$ cat src/rtl/cpu_ctrl_pkg.sv
// Shared control definitions for the fetch sequencer: state encoding, PC-select constants
// and the redirect decode.
package cpu_ctrl_pkg;

    typedef enum logic [2:0] {
        StBoot   = 3'd0,
        StFetch  = 3'd1,
        StExec   = 3'd2,
        StHalted = 3'd3,
        StFault  = 3'd4
    } state_e;

    localparam logic SEL_INC = 1'b0;
    localparam logic SEL_TGT = 1'b1;

    localparam int unsigned TimerWidth = 8;

    function automatic logic redirect(input logic branch, input logic zero, input logic jmp,
                                      input logic jr, input logic jal);
        return (branch & zero) | jmp | jr | jal;
    endfunction

endpackage

$ cat src/rtl/ack_timer.sv
// Counts FETCH wait cycles; expired_o flags the last allowed cycle of the ack window.
module ack_timer
    import cpu_ctrl_pkg::*;
#(
    parameter int unsigned Limit = 16
) (
    input  logic clk_i,
    input  logic rst_i,
    input  logic clear_i,
    input  logic count_en_i,
    output logic expired_o
);

    localparam logic [TimerWidth-1:0] LastCnt = TimerWidth'(Limit - 1);

    logic [TimerWidth-1:0] cnt_q;
    logic [TimerWidth-1:0] cnt_d;

    assign expired_o = (cnt_q == LastCnt);

    always_comb begin
        cnt_d = cnt_q;
        if (clear_i) begin
            cnt_d = '0;
        end else if (count_en_i && !expired_o) begin
            cnt_d = cnt_q + 1'b1;
        end
    end

    always_ff @(posedge clk_i) begin
        if (rst_i) begin
            cnt_q <= '0;
        end else begin
            cnt_q <= cnt_d;
        end
    end

endmodule

$ cat src/rtl/fetch_sequencer.sv
// Multi-cycle instruction fetch/execute sequencer with ack timeout, halt/resume and a
// retired-instruction counter.
module fetch_sequencer
    import cpu_ctrl_pkg::*;
#(
    parameter int unsigned ACK_TIMEOUT = 16
) (
    input  logic        clock,
    input  logic        reset,
    input  logic        imem_ack,
    input  logic        halt,
    input  logic        resume,
    input  logic        branch,
    input  logic        zero,
    input  logic        jmp,
    input  logic        jr,
    input  logic        jal,
    output logic        imem_req,
    output logic        ir_load,
    output logic        pc_write,
    output logic        pc_sel,
    output logic        commit,
    output logic        halted,
    output logic        fault,
    output logic [31:0] instr_count
);

    state_e      state_q;
    state_e      state_d;
    logic [31:0] instr_count_q;
    logic        count_inc;
    logic        timer_expired;

    ack_timer #(
        .Limit(ACK_TIMEOUT)
    ) u_ack_timer (
        .clk_i      (clock),
        .rst_i      (reset),
        .clear_i    (state_q != StFetch),
        .count_en_i (state_q == StFetch && !imem_ack),
        .expired_o  (timer_expired)
    );

    // Outputs depend only on registered state plus the inputs each state consumes, so halt
    // never reaches imem_req combinationally.
    always_comb begin
        state_d   = state_q;
        imem_req  = 1'b0;
        ir_load   = 1'b0;
        pc_write  = 1'b0;
        pc_sel    = SEL_INC;
        commit    = 1'b0;
        halted    = 1'b0;
        fault     = 1'b0;
        count_inc = 1'b0;
        unique case (state_q)
            StBoot: state_d = StFetch;
            StFetch: begin
                imem_req = 1'b1;
                if (imem_ack) begin
                    ir_load = 1'b1;
                    state_d = StExec;
                end else if (timer_expired) begin
                    state_d = StFault;
                end
            end
            StExec: begin
                if (halt) begin
                    state_d = StHalted;
                end else begin
                    pc_write  = 1'b1;
                    commit    = 1'b1;
                    count_inc = 1'b1;
                    pc_sel    = redirect(branch, zero, jmp, jr, jal) ? SEL_TGT : SEL_INC;
                    state_d   = StFetch;
                end
            end
            StHalted: begin
                halted = 1'b1;
                if (resume) state_d = StFetch;
            end
            StFault: fault = 1'b1;
            default: state_d = StBoot;
        endcase
        if (reset) begin
            imem_req  = 1'b0;
            ir_load   = 1'b0;
            pc_write  = 1'b0;
            pc_sel    = SEL_INC;
            commit    = 1'b0;
            halted    = 1'b0;
            fault     = 1'b0;
            count_inc = 1'b0;
        end
    end

    always_ff @(posedge clock) begin
        if (reset) begin
            state_q       <= StBoot;
            instr_count_q <= '0;
        end else begin
            state_q <= state_d;
            if (count_inc) instr_count_q <= instr_count_q + 32'd1;
        end
    end

    assign instr_count = instr_count_q;

endmodule

$ cat config.mk
export PLATFORM = sky130hd
export DESIGN_NAME = fetch_sequencer
export DESIGN_NICKNAME = d
export VERILOG_FILES = /design/src/rtl/cpu_ctrl_pkg.sv /design/src/rtl/ack_timer.sv /design/src/rtl/fetch_sequencer.sv
export SDC_FILE = /design/constraint.sdc
export NUM_CORES = 1
export LEC_CHECK = 0
export ABC_AREA = 1
export CORE_AREA = 4 4 82 84
export CTS_BUF_LIST = sky130_fd_sc_hd__clkbuf_2 sky130_fd_sc_hd__clkbuf_4 sky130_fd_sc_hd__clkbuf_8
export CTS_CLUSTER_DIAMETER = 150
export DETAILED_ROUTE_END_ITERATION = 8
export DIE_AREA = 0 0 86 88
export GPL_ROUTABILITY_DRIVEN = 1
export GPL_TIMING_DRIVEN = 0
export PLACE_DENSITY = 0.65
export SLEW_MARGIN = 10
export SYNTH_ARGS = -nofsm -noshare
export SYNTH_HDL_FRONTEND = slang
export SYNTH_SLANG_ARGS = --single-unit
$ cat constraint.sdc
create_clock -name clock -period 3.3 [get_ports clock]
set_input_delay 0.99 -clock clock [delete_from_list [all_inputs] [get_ports clock]]
set_output_delay 0.99 -clock clock [all_outputs]
set_load 0.05 [all_outputs]
* Yosys cells after proc, flatten, opt, wreduce, memory -nomap -nowiden
Index checks and enable logic that the tools add are counted.
** Word-level totals
- Input bits :: 10
- Logic and storage cells :: 46
- Output and inout bits :: 39
- Bits in registers :: 43
** Operators by class
- Equality and inequality tests :: 8
- $add $sub $neg :: 2
- Bitwise logic cells :: 5
- Reductions and logical operators :: 7
- Multiplexer cells :: 21
** Operator list (number)
- $add 32x1->32 const B :: 1
- $mux 1 :: 16
- $pmux 3 s5 :: 1
- $mux 3 :: 3
- $add 8x1->8 const B :: 1
- $eq 8x4->1 const B :: 1
- $eq 3x2->1 const B :: 2
- $eq 3x1->1 const B :: 1
- $eq 3x3->1 const B :: 1
- $logic_not 3->1 :: 1
- $ne 3x1->1 const B :: 1
- $ne 3x2->1 const B :: 1
- $or 1x1->1 :: 3
- $reduce_and 3->1 :: 1
- $logic_and 1x1->1 :: 2
- $logic_not 1->1 :: 2
- $mux 2 :: 1
- $ne 2x2->1 const B :: 1
- $reduce_or 2->1 :: 1
- $and 1x1->1 :: 1
- $not 1->1 :: 1

* Logic depth before layout (Yosys ltp)
Gate-level depths: netlist of run 1.
- Depth in word-level cells :: 8
- Mapped depth :: 10
- Depth with buffers taken out :: 10

* Modules after synthesis
A second synthesis of run 1 with hierarchy kept.
** Unflattened totals
- Cells, all modules :: 402
- Area, all modules :: 2527.4 um^2
** By module, submodules not included
- fetch_sequencer :: sequential area each 700.7 um^2, cells an instance 335, area each 2100.8 um^2, times used 1
- ack_timer :: sequential area each 160.2 um^2, cells an instance 67, area each 426.7 um^2, times used 1

* Worst setup path before layout of run 1
No wires, ideal clock.
- Path type :: input port to output port
- Start :: input port reset
- End :: output port ir_load
- Required time :: 2.310 ns
- Path buffers :: 1
- Data arrival time :: 2.857 ns
- Stages :: 4
- Setup slack :: -0.547 ns
- Cells stage by stage :: buf_2 > nor2_1 > inv_1 > nor2_1
** On the way
- Cells in the longest elaborated chain, start to end :: 1
** Ends and longest elaborated chain
- start, declared :: RTL line fetch_sequencer.sv:9 : input logic reset,
- $mux 1 :: RTL line fetch_sequencer.sv:85 : if (reset) begin
- end, declared :: RTL line fetch_sequencer.sv:19 : output logic ir_load,
No other way between the ends.

* Final worst setup path of run 1
- Start :: input port reset
- End :: output port imem_req
** On the way
- Cells in the longest elaborated chain, start to end :: 1
** Ends and longest elaborated chain
- $mux 1 :: RTL line fetch_sequencer.sv:85
- end, declared :: RTL line fetch_sequencer.sv:18 : output logic imem_req,
No other way between the ends.

==> summary.txt, run 1 <==
Floorplanning
  – Total die area: 7570 sq um
  – Die height: 88 um
  – Effective utilization at floorplan: 0.410
  – Row cnt: 28
  – Total core area: 5920 sq um
  – # IOs: 49
  – Die width: between 80 and 90 um

Synth
  – Cell taking the most area after synthesis: dfxtp_1
  – Post-synth EDFFs: 0
  – Syn Area/Cell: just over 6 sq um
  – Top_reg_cell synth: dfxtp_1
  – Syn nets: roughly 400
  – Most frequent cells after synthesis: nand2_1, nor2_1, inv_1
  – Post-synth ARST share: 0
  – YS warnings: 0
  – Post-synthesis register bit count: 43
  – Netlist Area Pre-Place: 2420 sq um
  – Syn Inst Count: a little under 400
  – Most common cell in the netlist: nand2_1
  – Distinct cells, synth: 27
  – Sequential fraction of the synthesis area: 0.355
  – Top cells by area, synth: dfxtp_1, nand2_1, nor2_1, inv_1, nand3_1
  – Top cell type's share of synthesized area: 0.355

Outcome
  – Outcome: completed

Global route
  – Pin count of the biggest net entering global routing: 13
  – Initial antenna violation count: 0
  – GRT Util Overall: 0.167
  – Grt ovf: 0
  – First-pass GRT wire length: 10.1 mm
  – Number of global-route vias before repair: 2254

Clock tree
  – Clk_lat worst skew: 290 ps
  – H-tree Lvls: 2
  – Deepest clock path buffer count: 2
  – Clk sinks: 43
  – Root buf cell: clkbuf_8
  – CTS tree: done
  – CTS clock-pin slew for the worst setup and hold paths: ~80 ps
  – CTS buffer count: 5

STA
  – Fmax: 315 MHz
  – Skew final: 5.05 ps
  – Worst slew margin: 0.641
  – Worst-margin pin slew: 538 ps
  – RSZ-0062 raised after global routing: false
  – Final Max Slew Viols: 0
  – Final TNS setup: 0 ps
  – Setup Viol. Count Final: 0
  – Min Tclk post-route: 3170 ps
  – Fin crit share: 0.962
  – Hold Violations, Final: 0
  – Setup ws final: 126 ps

Pwr
  – Leakage: 1.25 nW
  – Total Power: roughly 1 mW
  – Sw Share: 0.268
  – Max VDD drop: approximately 220 uV
  – Gate power share: 0.109
  – Power density over cell area: approximately 320 nW/um^2
  – Sequential power share: 0.536
  – Clock power frac: 0.355
  – Internal: 0.727 mW
  – P_sw: about 0.27 mW

Critical path
  – CP Buf/Inv Count: 2
  – Worst reg2reg startpoint: instr_count[0]$_SDFFE_PP0P_
  – Worst R2R Path Depth: 8
  – Max incr delay on CP: 830 ps
  – Setup CP Type: in2out
  – CP Data Required Time: 2310 ps
  – Critical path endpoint: imem_req
  – R2R setup slack: 1600 ps
  – Worst-path fanout max: 10
  – Crit start category: primary input
  – Worst R2R End: instr_count[14]$_SDFFE_PP0P_
  – WP depth: 3
  – CP arrival: 2180 ps
  – CP top delay family: buffers and inverters
  – Origin of the worst setup path: reset
  – Cell Chain, Critical Path: buf_2 > nor2_1 > clkdlybuf4s50_1
  – Worst Setup End Kind: output pin
  – Crit-path slowest cell: clkdlybuf4s50_1

Detailed routing
  – Detailed Routing Iterations Pass 1: 4
  – Routed len/inst: 11.4 um
  – Iter 0 DRT Violations: 103
  – Vias: 2491
  – Antenna Nets Post-Route: 0
  – Via/cell ratio: ~4.7
  – Detailed Route WL: 6.02 mm
  – Post-route DRC: 0

Placed design
  – RD Place Congestion: 0.895
  – IO buf count: 47
  – Post-DP HPWL: 4.61 mm
  – Dpl ws: -584 ps

Min path
  – Hold Path Class: reg2reg

Finish
  – Share of cells above drive strength 1: 0.0774
  – Layout net count: around 460
  – Syn-to-layout area delta: 27.6%
  – N_diodes: 0

Run
  – Max-Cap Viols: 0
[final cells by class]
| type | instances | area (sq um) |
|---|---|---|
| buffer | 8 | 46.3 |
| clock buffer | 7 | 83.8 |
| clock inverter | 1 | 5.00 |
| fill | 635 | 2830 |
| inverter | 68 | 255 |
| multi-input combinational | 276 | 1280 |
| sequential | 43 | 861 |
| tap | 75 | 93.8 |
| timing repair buffer | 49 | 473 |
[power groups by stage]
stage	Sequential [mW]	Combinational, mW	Clock [mW]
floorplan	0.545	0.0739	0
global placement	0.545	0.108	0
detailed placement	0.544	0.109	0
CTS	0.532	0.108	0.363
global route	0.534	0.120	0.390
finish	0.533	0.108	0.352
[flip-flops by register name (all words and copies together) (netlist names)]
register,cells
instr_count,32
u_ack_timer.cnt_q,8
state_q,3
[worst min-delay path, stage by stage (launching register included)]
cell	delay, ps
dfxtp_1	320
o21ai_0	60
a21oi_1	60
[per-layer routing]
metal  GRT usage  part of all wire  wire, um
met3      0.0386             0.055       329
met5           0                 0         0
met1       0.217              0.48      2910
met4      0.0547             0.011        65
met2       0.275              0.45      2710
[cells by family (layout without fill, tap and decap cells)]
family	Yosys count	in the layout	synth area share
buffers and inverters	76	133	0.122
flip-flops	43	43	0.355
AND/OR/NAND/NOR	235	235	0.420
AO/OA/AOI/OAI	33	33	0.0712
XOR/XNOR	6	6	0.0217
adder cells (fa/ha/maj)	2	2	0.0103
[how the worst min path moves through the flow]
stage / from / end / slack (ps) / cells past startpoint
after global placement: u_ack_timer.cnt_q[7]$_SDFFE_PN0P_ / u_ack_timer.cnt_q[7]$_SDFFE_PN0P_ / 460 / 2
after floorplan: u_ack_timer.cnt_q[7]$_SDFFE_PN0P_ / u_ack_timer.cnt_q[7]$_SDFFE_PN0P_ / 450 / 2
after detailed placement: u_ack_timer.cnt_q[7]$_SDFFE_PN0P_ / u_ack_timer.cnt_q[7]$_SDFFE_PN0P_ / 470 / 2
final: u_ack_timer.cnt_q[7]$_SDFFE_PN0P_ / u_ack_timer.cnt_q[7]$_SDFFE_PN0P_ / 480 / 2
after global routing: instr_count[1]$_SDFFE_PP0P_ / instr_count[1]$_SDFFE_PP0P_ / 520 / 2
after CTS: u_ack_timer.cnt_q[7]$_SDFFE_PN0P_ / u_ack_timer.cnt_q[7]$_SDFFE_PN0P_ / 490 / 2
[through the flow]
step | std cells | utilization | hold slack, ps | area, sq um
3_3_place_gp | 517 | 0.506 | 458 | 3000
6_report | 527 | 0.523 | 483 | 3090
4_1_cts | 525 | 0.519 | 487 | 3070
5_1_grt | 527 | 0.523 | 524 | 3090
2_1_floorplan | 395 | - | 450 | 2430
3_5_place_dp | 517 | 0.506 | 473 | 3000
[placed cells by master (no fill, tap or decap), types with 3 or more instances in the layout]
master / n
nand3_1: 30
and2_1: 3
o21ai_0: 13
nand4_1: 13
xor2_1: 3
clkbuf_8: 5
nor2_2: 11
nand2_1: 98
buf_2: 5
buf_4: 4
nor2_1: 70
a21oi_1: 14
xnor2_1: 3
clkdlybuf4s50_1: 41
inv_1: 66
dfxtp_1: 43
o21ai_1: 3
nor3_1: 5
[repair_timing]
action,in CTS,in global routing
endpoints found under the setup margin,5,4
hold buffers,0,0
setup buffers,0,2
pin swaps,0,1
resized for setup,19,3
No activity file was read; power rests on OpenSTA's default activity.
==> run 2, diff against run 1 <==
CORE_AREA = 2 2 80 82   (was 4 4 82 84)
CTS_BUF_LIST = default   (was sky130_fd_sc_hd__clkbuf_2 sky130_fd_sc_hd__clkbuf_4 sky130_fd_sc_hd__clkbuf_8)
DIE_AREA = 0 0 82 84   (was 0 0 86 88)
REMOVE_ABC_BUFFERS = 1   (was default)
==> run 2 against run 1 <==
Against the previous run: clock power increased by 5.7%; clock skew about the same; first-iteration DRC count increased by 22%; via count increased by 1.9%.
==> summary.txt, run 2 (synthesis gave the netlist of run 1 again) <==
Outcome
  – Outcome: completed

Pwr
  – Sequential power share: 0.528
  – Total Power: 1.01 mW
  – Clock power frac: 0.369
  – Internal: ~0.75 mW
  – Power density over cell area: 327 nW/um^2
  – Gate power share: 0.103
  – Leakage: 1.23 nW
  – Max VDD drop: 242 uV
  – Sw Share: 0.255
  – P_sw: 0.257 mW

STA
  – Setup Viol. Count Final: 0
  – Final Max Slew Viols: 0
  – Worst slew margin: 0.538
  – Hold Violations, Final: 0
  – Worst-margin pin slew: 692 ps
  – RSZ-0062 raised after global routing: false
  – Fmax: 314 MHz
  – Setup ws final: 117 ps
  – Fin crit share: 0.964
  – Skew final: around 5.2 ps
  – Min Tclk post-route: 3180 ps

Floorplanning
  – Total core area: 6100 sq um
  – # IOs: 49
  – Total die area: 6890 sq um
  – Row cnt: 29
  – Die height: 84 um
  – Effective utilization at floorplan: 0.398
  – Die width: 82 um

Clock tree
  – CTS buffer count: 5
  – CTS clock-pin slew for the worst setup and hold paths: ~80 ps
  – Deepest clock path buffer count: 2
  – Clk_lat worst skew: 290 ps
  – H-tree Lvls: 2
  – CTS tree: done
  – Root buf cell: clkbuf_8
  – Clk sinks: 43

Run
  – Max-Cap Viols: 0

Detailed routing
  – Post-route DRC: 0
  – Antenna Nets Post-Route: 0
  – Via/cell ratio: 4.83
  – Iter 0 DRT Violations: 126
  – Metal3 WL: 285 um
  – Routed len/inst: roughly 11 um
  – Met2 wirelength from detailed routing: between 2 and 3 mm
  – WL met1: ~2.6 mm
  – Max layer used: met4
  – Vias: 2539
  – Detailed Route WL: 5.84 mm
  – Detailed Routing Iterations Pass 1: 4

Placed design
  – IO buf count: 48
  – Post-DP HPWL: 4.31 mm
  – Dpl ws: -1140 ps
  – RD Place Congestion: between 0.8 and 0.9
  – Placed Cells: between 500 and 600

Finish
  – Layout net count: 460
  – Most frequent cells in the layout: nand2_1, nor2_1, inv_1
  – Number of flip-flops in the largest register: 32
  – Fillers: 649
  – Layout Cells excl Fill: 526
  – Commonest non-fill, non-tap cell in the layout: nand2_1
  – N_diodes: 0
  – Share of cells above drive strength 1: 0.0713
  – Syn-to-layout area delta: 27.3%

Global route
  – Grt ovf: 0
  – Pin count of the biggest net entering global routing: 22
  – First-pass GRT wire length: 10.0 mm
  – Initial antenna violation count: 0
  – GRT Util Overall: 0.185
  – Number of global-route vias before repair: about 2300

Critical path
  – Worst-path fanout max: 19
  – Crit start category: primary input
  – Setup CP Type: in2out
  – Worst Setup End Kind: output pin
  – R2R setup slack: ~1500 ps
  – CP arrival: 2190 ps
  – CP Data Required Time: 2310 ps

Min path
  – Hold Path Class: reg2reg
## run 2: cell types whose count changed in the layout (fill, tap and decap cells not counted)
cell           delta
clkinv_2          -1
clkbuf_8          +2
buf_2             -3
nor2_1            +1
nor2_2            -1
dlygate4sd2_1     -1
buf_4             +2
nor4_2            -1
clkbuf_1          -1
nor4_1            +1
buf_6             -1
## run 2: what timing repair did
item,4_1_cts,5_1_grt
resized for setup,22,6
setup endpoints to repair,7,5
gates cloned,0,0
hold buffers,0,0
endpoints found under the hold margin,0,0
setup buffers,0,6
pin swaps,0,1
## run 2: power by group through the flow
stage | logic, mW | clock network (mW) | registers, mW
final | 0.103 | 0.372 | 0.532
after global routing | 0.117 | 0.403 | 0.534
after CTS | 0.102 | 0.384 | 0.532
after detailed placement | 0.104 | 0 | 0.544
after global placement | 0.103 | 0 | 0.544
after floorplan | 0.0665 | 0 | 0.544
## run 2: worst max-delay path: stages
cell             delay, ps
buf_2                  230
nor2_1                 150
clkdlybuf4s50_1        810
## run 2: path summary, 6_finish.rpt
kind | depth (start not counted) | startpoint | to
min | 2 | u_ack_timer.cnt_q[4]$_SDFFE_PN0P_ | u_ack_timer.cnt_q[4]$_SDFFE_PN0P_
min reg2reg | 2 | u_ack_timer.cnt_q[4]$_SDFFE_PN0P_ | u_ack_timer.cnt_q[4]$_SDFFE_PN0P_
max | 3 | reset | fault
max reg2reg | 8 | instr_count[1]$_SDFFE_PP0P_ | instr_count[14]$_SDFFE_PP0P_
## run 2: per-stage QoR
stage	cell area, sq um	hold slack (ps)	util	setup TNS [ps]
after floorplan	2380	450	-	-611
after detailed placement	2960	484	0.486	-6560
after global routing	3090	512	0.506	0
final	3090	493	0.506	0
after CTS	3040	498	0.498	-0.408
after global placement	2960	457	0.486	-6580
## run 2: cell type report
class	instances	area, sq um	share of cell area
clock buffer	8	100	0.0324
inverter	68	255	0.0827
multi-input combinational	276	1270	0.411
sequential	43	861	0.279
tap	77	96.3	0.0312
timing repair buffer	54	507	0.164
## run 2: metal layers
metal  GRT usage  up-vias
met4      0.0530        0
met1       0.225     1141
li1            -     1341
met3      0.0368        7
met5           0        -
met2       0.324       50
==> run 3, diff against run 2 <==
ABC_CLOCK_PERIOD_IN_PS = 3300   (was default)
CORE_AREA = 2 2 81 83   (was 2 2 80 82)
DIE_AREA = 0 0 83 85   (was 0 0 82 84)
PLACE_DENSITY = default   (was 0.65)
==> run 3 against run 2 <==
Against the previous run: cell count decreased by 0.76%; sequential share of layout area increased by 0.45 points; sequential cell count unchanged; wire length decreased by 1.6%; clock skew increased by 1.7 ps; critical path depth increased by 2; die area increased by 2.4%; critical path type unchanged.
==> summary.txt, run 3 (synthesis gave the netlist of run 1 again) <==
Outcome
  – Outcome: completed

Clock tree
  – Root buf cell: clkbuf_8
  – Clk sinks: 43
  – CTS tree: done
  – CTS buffer count: 5
  – CTS clock-pin slew for the worst setup and hold paths: 80 ps
  – Deepest clock path buffer count: 2
  – Hold buffer count at CTS: 0
  – H-tree Lvls: 2
  – Clk_lat worst skew: 300 ps

Global route
  – Pin count of the biggest net entering global routing: 22
  – Grt ovf: 0
  – Number of global-route vias before repair: 2228
  – Initial antenna violation count: 0
  – GRT Util Overall: 0.173
  – First-pass GRT wire length: 10.0 mm

STA
  – Hold Violations, Final: 0
  – RSZ-0062 raised after global routing: false
  – Setup Viol. Count Final: 0
  – Fmax: 322 MHz
  – Fin crit share: 0.942
  – Min Tclk post-route: 3110 ps
  – Worst slew margin: 0.548
  – Skew final: 6.93 ps
  – Final Max Slew Viols: 0
  – Worst-margin pin slew: a little under 700 ps

Pwr
  – Max VDD drop: 224 uV
  – Power density over cell area: 316 nW/um^2
  – Leakage: ~1.2 nW

Finish
  – Final core occ: 0.490
  – Layout net count: 456
  – Cell area after layout: 3040 sq um
  – Share of cells above drive strength 1: 0.0584
  – Number of flip-flops in the largest register: 32
  – N_diodes: 0
  – Syn-to-layout area delta: 25.3%
  – Commonest non-fill, non-tap cell in the layout: nand2_1
  – Most frequent cells in the layout: nand2_1, nor2_1, inv_1

Detailed routing
  – Antenna Nets Post-Route: 0
  – Routed len/inst: between 10 and 15 um
  – Iter 0 DRT Violations: 94
  – Post-route DRC: 0
  – Detailed Routing Iterations Pass 1: 4
  – Vias: 2471
  – Detailed Route WL: 5.75 mm
  – Via/cell ratio: 4.73

Floorplanning
  – Die width: 83 um
  – Row cnt: 29
  – Total die area: 7060 sq um
  – Total core area: a little over 6000 sq um
  – Die height: 85 um
  – # IOs: 49
  – Effective utilization at floorplan: 0.391

Placed design
  – RD Place Congestion: 0.884
  – IO buf count: 48
  – Post-DP HPWL: about 4.3 mm
  – Placed inst area: 2960 sq um

Critical path
  – CP Data Required Time: 2310 ps
  – Worst Setup End Kind: output pin
  – Worst-path fanout max: 6
  – Origin of the worst setup path: halt
  – Setup CP Type: in2out
  – CP arrival: around 2100 ps
  – Worst reg2reg startpoint: instr_count[1]$_SDFFE_PP0P_
  – Crit start category: primary input

Min path
  – HP Start: instr_count[20]$_SDFFE_PP0P_
  – Hold Path Class: reg2reg

Run
  – Max-Cap Viols: 0
[run 3: cell types whose count changed in the layout (fill, tap and decap cells not counted)]
cell             change
clkbuf_8             -2
inv_2                -1
buf_4                -4
buf_2                +1
clkbuf_4             -1
clkbuf_1             +1
clkinv_2             +1
clkdlybuf4s50_1      -1
inv_1                +1
dlymetal6s2s_1       +1
[run 3: final timing paths]
| check | slack [ps] | end | cells past startpoint |
|---|---|---|---|
| max reg2reg | 1550 | instr_count[14]$_SDFFE_PP0P_ | 8 |
| max | 190 | pc_write | 5 |
| min | 500 | instr_count[20]$_SDFFE_PP0P_ | 2 |
| min reg2reg | 500 | instr_count[20]$_SDFFE_PP0P_ | 2 |
[run 3: where the power goes]
| group | switching [mW] | leakage [nW] | total, mW | internal (mW) |
|---|---|---|---|---|
| clock | 0.176 | 0.0422 | 0.325 | 0.149 |
| sequential | 0.00712 | 0.347 | 0.532 | 0.525 |
| combinational | 0.0687 | 0.841 | 0.101 | 0.0327 |
| total | 0.252 | 1.23 | 0.959 | 0.707 |
[run 3: stage by stage]
stage	hold WS (ps)	std cells	setup TNS [ps]	worst slack, ps	total power [mW]
after floorplan	450	387	-611	-378	0.611
after global placement	460	512	-6830	-1180	0.648
after detailed placement	482	512	-6660	-1160	0.649
after CTS	499	520	-49.0	-24.6	0.979
after global routing	526	522	0	130	1.01
final	498	522	0	191	0.959
[run 3: layer usage]
metal  part of all wire  track usage  wire (um)  vias up
met5                  0            0          0        -
met3              0.047       0.0370        271        7
li1                   -            -          -     1325
met1               0.51        0.231       2940     1080
met4              0.014       0.0581         83        0
met2               0.43        0.281       2450       59
[run 3: area by class of cell]
type                            count  area (sq um)
Clock buffer                        7          76.3
Clock inverter                      1          5.00
Fill cell                         663          3170
Inverter                           68           255
Multi-Input combinational cell    276          1270
Sequential cell                    43           861
Tap cell                           77          96.3
Timing Repair Buffer               50           477
[run 3: repair_timing]
item | in CTS | in global routing
resized for setup | 23 | 4
setup buffers | 0 | 2
pin swaps | 0 | 1
endpoints found under the setup margin | 7 | 6
[run 3: critical path, stage by stage]
cell and delay (ps):
clkdlybuf4s50_1 440, nor2_2 160, nand3_4 110, inv_1 140
buf_2 280
==> variant, RTL diff (config.mk and constraints of run 2) <==
Change the package constant `TimerWidth` from 8 to 6.
--- a/src/rtl/cpu_ctrl_pkg.sv
+++ b/src/rtl/cpu_ctrl_pkg.sv
@@ -15,3 +15,3 @@
 
-    localparam int unsigned TimerWidth = 8;
+    localparam int unsigned TimerWidth = 6;
 
Formal check against the unedited RTL: same outputs for any inputs over 10 cycles, from zero or initial values and one cycle with reset high; that may be too few to reach the edited logic, so the function may still have changed.
==> variant against run 2 <==
Core utilization fell by 0.84 points; largest power group unchanged; final area down 1.7%; fmax down 1.3%; setup slack got worse by 0.043 ns; area after synthesis decreased by 1.2%; highest routed layer unchanged; wire length decreased by 2.0%; critical path type unchanged; power is 2.4% lower; count of clock-buffer cells in the layout decreased by 1; largest cell class unchanged; sequential cell count is 2 lower.
==> variant: results (changes against run 2) <==
Clock Latency Late Sink: 0.29 ns (about the same)
Clock-pin slew on the worst setup and hold paths: 0.08 ns (about the same)
Vias in the first global route: 2223 (-3.3%)
Clk_skew: 0.009356 ns (+0.004127 ns)
Terminus of the critical flop-to-flop path: instr_count[17]
Detailed placement HPWL: 4276 um (-0.70%)
H-tree depth: 2 (unchanged)
Synth cell types: 30 (+11%)
Crit path max-delay family: buffers and inverters
Worst Path Max Fanout: 9 (-10)
Detailed Routing Iterations Pass 1: 4 (unchanged)
Max Buffers Root-to-Sink: 2 (unchanged)
Arr. time, crit path: 2.24 ns (+0.05 ns)
GP Congestion: 0.8022 (-5.2%)
Most instantiated cells after synthesis: 88 x nand2_1, 77 x nor2_1, 59 x inv_1, 41 x dfxtp_1, 36 x nand3_1
CTS buffer count: 5 (unchanged)
Worst setup startpoint: halt
Layout cells sized above 1: 7.657% (+0.53 points)
FF-to-FF path depth: 9 (+1)
N_diodes: 0 (unchanged)
Sequential share of the synthesized area: 34.26% (-1.2 points)
Synth top area cells: dfxtp_1 34%, nand2_1 14%, nor2_1 12%, inv_1 9.2%, nand3_1 7.5%
M3 GR Usage: 4.113% (+0.43 points)
Global-route wire length before repair: 9929 um (-0.89%)
Total Routing Usage GR: 18.23% (-0.30 points)
Largest net degree at the start of global routing: 25 (+14%)
Synth Flop Type: dfxtp_1
Status: complete, no violations
Relative max-transition margin: 47.29% (-6.5 points)
Min-delay src: u_ack_timer.cnt_q[0]
DR vias/cell: 4.709 (-2.5%)
Crit-path slowest cell: clkdlybuf4s50_1
Initial antenna violation count: 0 (unchanged)
Type of the worst min-delay path: flop to flop
Synth async-reset ratio: 0% (unchanged)
Global routing usage on met2: 31.04% (-1.3 points)
Final #Nets: 442 (-3.9%)
Root buffer cell: clkbuf_8
Synth warn: 0 (unchanged)
Routed wire per std cell: 11.27 um (+1.5%)
Hold Path Depth: 2 (unchanged)
Met1 Use GR: 23.04% (+0.52 points)
Iteration-0 DRC Markers: 185 (+47%)
Reg2reg setup slack: 1.54 ns
RR Startpoint: state_q[1]
Input/output buffers: 48 (unchanged)
Largest register FFs: 32 (unchanged)
Worst vdd ir: 213.0 uV (-12%)
Slowest stage delay, CP: 0.47 ns (-0.34 ns)
Pleak: 0.001246 uW (+0.96%)
Worst Hold End: u_ack_timer.cnt_q[0]
[variant: cell types whose count changed after synthesis, moves of 3 or more]
cell     change
inv_1        -8
xnor2_1      -3
nor2_2       -5
nand4_1      -3
nand2_1     -10
nand3_1      +6
o21ai_1      -3
nor3_1       -3
nor2_1       +6
nor2_4       +4
xor2_1       +5
o21ai_0      -3
[variant: worst max path at each step]
| stage | end | slack [ns] | depth (start not counted) |
|---|---|---|---|
| 2_1_floorplan | ir_load | -0.33 | 3 |
| 3_3_place_gp | pc_sel | -1.12 | 5 |
| 3_5_place_dp | pc_sel | -1.12 | 5 |
| 4_1_cts | pc_sel | 0.02 | 5 |
| 5_1_grt | commit | 0.03 | 5 |
| 6_report | commit | 0.07 | 5 |
[variant: per-layer routing]
| metal | part of all wire, % | wire length, um | vias up |
|---|---|---|---|
| met1 | 47 | 2718 | 1066 |
| met5 | 0 | 0 | - |
| li1 | - | - | 1283 |
| met2 | 48 | 2747 | 41 |
| met4 | 0.51 | 29 | 0 |
| met3 | 4.0 | 230 | 2 |
[variant: final cells by class]
type	instances	area, um^2
clock buffer	7	96.34
clock inverter	1	5.005
multi-input combinational	271	1313
timing repair buffer	51	479.2
fill	643	3060
inverter	60	225.2
sequential	41	820.8
tap	77	96.34
[variant: cells by family after synthesis]
family | after synthesis | share of synthesized area (%)
AOI/OAI and AO/OA | 28 | 6.475
DFF | 41 | 34.26
xor gates and xnor gates | 8 | 2.924
buffers and inverters | 67 | 11.38
adders and majority gates | 2 | 1.044
and+or+nand+nor | 233 | 43.92
[variant: through the flow]
step                setup slack [ns]  area, um^2  hold slack [ns]  cells  total power, uW
finish                       0.07398        3035           0.4910    508            983.6
global route                 0.03182        3035           0.5103    508             1030
CTS                          0.02260        3020           0.5004    505            995.9
detailed placement            -1.119        2925           0.4890    497            630.0
global placement              -1.122        2925           0.4767    497            628.1
floorplan                    -0.3293        2349           0.4584    372            590.9
[variant: power by group]
part / switching, uW / internal, uW / leakage (uW)
Clock: 175 / 189 / 0.0000542
Combinational: 75.8 / 34.0 / 0.000861
Sequential: 7.90 / 502 / 0.000331
Total: 259 / 725 / 0.00125
[variant: worst min-delay path: stages (launching register included)]
cell	delay, ns
dfxtp_1	0.33
inv_1	0.07
a21oi_1	0.05
[variant: timing repair]
item	4_1_cts	5_1_grt
pin swaps	0	1
setup endpoints to repair	7	3
resized for setup	26	3
setup buffers	0	3
